--- config.mk ---
export PLATFORM = sky130hd
export DESIGN_NAME = pc_update_unit
export DESIGN_NICKNAME = d
export VERILOG_FILES = /design/src/rtl/pc_update_unit.sv
export SDC_FILE = /design/constraint.sdc
export NUM_CORES = 1
export LEC_CHECK = 0
export BUFFER_PORTS_ARGS = -buffer_cell sky130_fd_sc_hd__buf_2
export CORE_AREA = 2 2 85 87
export CTS_CLUSTER_SIZE = 14
export DETAILED_ROUTE_END_ITERATION = 10
export DIE_AREA = 0 0 87 89
export PLACE_DENSITY = 0.89
export SETUP_SLACK_MARGIN = 0.02
export SLEW_MARGIN = 0
export SYNTH_ARGS = -nofsm -noshare
export SYNTH_HDL_FRONTEND = slang
export SYNTH_SLANG_ARGS = --single-unit
--- constraint.sdc ---
create_clock -name clk -period 2.3 [get_ports clk]
set_input_delay 0.345 -clock clk [delete_from_list [all_inputs] [get_ports clk]]
set_output_delay 0.345 -clock clk [all_outputs]
set_load 0.01 [all_outputs]
--- src/rtl/pc_update_unit.sv ---
// Program-counter update unit for the multicycle MIPS datapath.
// Owns the PC register, qualifies PCEn and keeps a taken-branch counter.
module pc_update_unit #(
    parameter int                  WIDTH        = 32,
    parameter logic [WIDTH-1:0]    RESET_VECTOR = 32'h0040_0000,
    parameter int                  CNT_WIDTH    = 16
) (
    input  logic                 clk,
    input  logic                 reset,
    input  logic                 stall,
    input  logic                 pc_write,
    input  logic                 branch_eq,
    input  logic                 branch_ne,
    input  logic                 zero,
    input  logic [1:0]           pc_source,
    input  logic [WIDTH-1:0]     alu_result,
    input  logic [WIDTH-1:0]     alu_out,
    input  logic [25:0]          jump_index,
    input  logic [WIDTH-1:0]     reg_target,
    input  logic                 err_clear,
    output logic [WIDTH-1:0]     pc_out,
    output logic                 pc_en_out,
    output logic                 branch_taken,
    output logic [CNT_WIDTH-1:0] taken_count,
    output logic                 misalign_err
);

    localparam logic [CNT_WIDTH-1:0] CNT_MAX = {CNT_WIDTH{1'b1}};

    logic [WIDTH-1:0] next_pc;
    logic             aligned;

    always_comb begin
        branch_taken = ~stall & ((branch_eq & zero) | (branch_ne & ~zero));
        pc_en_out    = ~stall & (pc_write | branch_taken);
    end

    always_comb begin
        next_pc = alu_result;
        unique case (pc_source)
            2'b00: next_pc = alu_result;
            2'b01: next_pc = alu_out;
            2'b10: next_pc = {pc_out[WIDTH-1:28], jump_index, 2'b00};
            2'b11: next_pc = reg_target;
        endcase
    end

    assign aligned = (next_pc[1:0] == 2'b00);

    // A misaligned target must not reach the PC; the fault is latched instead.
    always_ff @(posedge clk or negedge reset) begin
        if (!reset) begin
            pc_out       <= RESET_VECTOR;
            taken_count  <= '0;
            misalign_err <= 1'b0;
        end else if (!stall) begin
            if (pc_en_out && aligned) begin
                pc_out <= next_pc;
            end
            if (pc_en_out && !aligned) begin
                misalign_err <= 1'b1;
            end else if (err_clear) begin
                misalign_err <= 1'b0;
            end
            if (branch_taken && taken_count != CNT_MAX) begin
                taken_count <= taken_count + 1'b1;
            end
        end
    end

endmodule

==> results.md <==
* Status: finished, final reports clean
* Nets at 519
* Routed wire length at 7730 µm
* Die Height at 89 µm
* Initial core utilization at 0.423
* Max clock buf depth at 2
* Yosys warns at 0
* Power density over cell area at 697 nW/µm²
* Row cnt at 30
* Grt ovf at 0
* CP cell instances: ha_1 > nand4_1 > nor2_1 > a21oi_1 > buf_4 > mux2_2
* Worst path depth at 6
* Worst Reg2Reg Path Length in Cells at 6
* Post-DRT Antenna Nets at 0
* Clk pwr share at 0.216
* DR vias at 2,453
* # diodes at 0
* Sw Pwr at 846 µW
* Sw frac at 0.305
* Comb pwr share at 0.336
* Cell count after synthesis at 200
* Synthesized area at 2850 µm²
* Clk_skew at 4.92 ps
* Highest Clock Rate at 605 MHz
* Hold_ws at 301 ps
* Internal cell power at 1.93 mW
* R2r startpoint: taken_count[0]
* Via density at 5.25
* # IOs at 183
* Core area at 6720 µm²
* Area after DPL at 3850 µm²
* CTS tree: built
* Pre-Repair DR Iteration Count at 5
* Seq pwr share at 0.448
* Cell area after layout at 3980 µm²
* Slew Viols, Final at 0
* Antenna violations before repair at 0
* Syn_nets at 333
* Flop2flop setup slack at 650 ps
* RR Endpoint: taken_count[1]
* Max-Cap Viols at 0
* Die area at 7740 µm²
* Crit path capture: taken_count[1]
* CP endpoint kind: flop
* Register area share after synthesis at 0.431
* Pleak at 1.99 nW
* Bufs and invs on worst path at 1
* I/O Buffers at 182
* Filler Cells Inserted at 549
* Area Growth Syn to Fin at 39.8%
* Global-route wire length before repair at 12,000 µm
* DRC Markers at 0
* Hpwl dp at 6520 µm
* CP top delay family: flip-flops
* CP arrival at 1840 ps
* Layout cells sized above 1 at 0.641
* Avg Inst Size Synth at 14.2 µm²
* Vias in the first global route at 2,674
* CP Class: reg2reg
* Final Hold Viols at 0
* RSZ-0062 raised after global routing: false
* Crit. Startpoint: taken_count[0]
* CTS Buf Count at 5
* Crit-path max FO at 12
* Yosys cell types at 32
* VDD IR max at 0.300 mV
* Tmin final at 1650 ps
* Worst-Skew Late Latency at 290 ps
* Final Cycle Share at 0.718
* Drt first-iter violations at 46
* Design Power at 2.77 mW
* HP Class: in2reg
* Area share of the largest cell type after synthesis at 0.422
* Final setup TNS at 0 ps
* Worst slew margin at 0.720
* Dominant cells by area after synthesis: dfrtp_1 42%, mux4_2 21%, mux2_4 11%, xnor2_1 4.0%, mux2i_1 2.8%
* Gpl congestion at 0.857
* CP Launch Type: flop
* Slowest CP cell: dfrtp_1
* H-tree depth at 2
* Max incr delay on CP at 440 ps
* Leading area contributor after synthesis: dfrtp_1
* Clock root buffer: clkbuf_8
* Final setup vio count at 0
* Pin count of the biggest net entering global routing at 37
* Die width at 87 µm
* Slew @ Worst Pin at 416 ps
* Total GRT Usage at 0.199
* WP data required at 2490 ps
* FF+latch count, synth at 49
* Setup bufs post-CTS at 0
* DR WL/cell at 16.5 µm
* Clock sinks at 49
* Clock transition at path regs at 90 ps
* Layout Utilization at 0.592
logic make-up after synthesis:
family,Yosys count,share of synthesized area
AOI/OAI and AO/OA,10,0.0277
xor gates and xnor gates,15,0.0462
adders and majority gates,1,0.00440
buffers and inverters,18,0.0383
DFF,49,0.431
muxes,62,0.371
and+or+nand+nor,45,0.0809
power groups by stage:
stage | clock network (mW) | logic [mW] | registers, mW
2_1_floorplan | 0 | 0.427 | 1.33
3_3_place_gp | 0 | 0.904 | 1.24
3_5_place_dp | 0 | 0.943 | 1.25
4_1_cts | 0.625 | 0.941 | 1.24
5_1_grt | 0.654 | 1.00 | 1.27
6_report | 0.600 | 0.932 | 1.24
tightest hold or removal path: stages:
cell and delay (ps):
buf_2 80, a32oi_1 80, nand2_1 60
cells in the mapped netlist:
library cell,instances
a21oi_1,1
a221o_1,1
a32oi_1,4
and2_1,1
and3_1,1
buf_2,3
buf_6,5
clkbuf_1,4
dfrtp_1,48
dfstp_2,1
ha_1,1
inv_1,6
mux2_1,6
mux2_2,2
mux2_4,20
mux2i_1,8
mux4_2,26
nand2_1,11
nand2b_1,1
nand3_1,6
nand4_1,7
nor2_1,10
nor2b_1,3
nor2b_4,1
nor3_1,1
nor4_1,2
nor4b_1,1
o21ai_0,2
o21bai_1,1
o21bai_2,1
xnor2_1,13
xor2_1,2
worst min-delay path by stage:
stage                     slack [ps]        endpoint           start  depth (start not counted)
after floorplan                   50    misalign_err           reset                          0
after global placement           230  taken_count[2]           reset                          1
after detailed placement         230  taken_count[3]           reset                          1
after CTS                        290      pc_out[29]  alu_result[29]                          3
after global routing             310      pc_out[29]  alu_result[29]                          3
final                            300      pc_out[29]  alu_result[29]                          3
cells in the final DEF, fill, tap and decap left out, drive strengths merged:
cell type,netlist,routed
o21bai,2,2
and2,1,1
nand4,7,7
inv,6,6
and3,1,1
nor4b,1,1
nor4,2,2
xor2,2,2
a32oi,4,4
dfstp,1,1
o21ai,2,2
a221o,1,1
clkbuf,4,6
mux2i,8,8
mux2,28,28
nand3,6,6
dfrtp,48,48
nand2b,1,1
buf,8,190
nand2,11,11
mux4,26,26
a21oi,1,1
clkinv,0,1
nor2b,4,4
ha,1,1
nor3,1,1
dlygate4sd3,0,1
xnor2,13,13
bufinv,0,1
nor2,10,10
flip-flops by register name, indices dropped and copies added, names as in the netlist:
name          flops
misalign_err      1
pc_out           32
taken_count      16
through the flow:
step                instances  setup WS [ps]
finish                    467            648
floorplan                 200            472
global placement          458            477
global route              467            552
detailed placement        458            337
CTS                       467            647
cell type report:
type | instances | area [µm²] | area share
Clock buffer | 6 | 72.6 | 0.0183
Clock inverter | 2 | 38.8 | 0.00975
Inverter | 6 | 22.5 | 0.00566
Multi-Input combinational cell | 133 | 1510 | 0.379
Sequential cell | 49 | 1230 | 0.309
Tap cell | 80 | 100 | 0.0252
Timing Repair Buffer | 191 | 1010 | 0.253
metal layers:
layer / track usage / vias up / share of wire
met1: 0.227 / 1186 / 0.38
li1: - / 1121 / -
met5: 0 / - / 0
met3: 0.0443 / 20 / 0.060
met4: 0.0753 / 0 / 0.026
met2: 0.364 / 126 / 0.54
what timing repair did:
action                                 in CTS  in global routing
hold buffers                                1                  0
endpoints found under the hold margin      10                  0
resized for setup                           0                  0
Note: power is estimated with default switching activity, not from simulation.
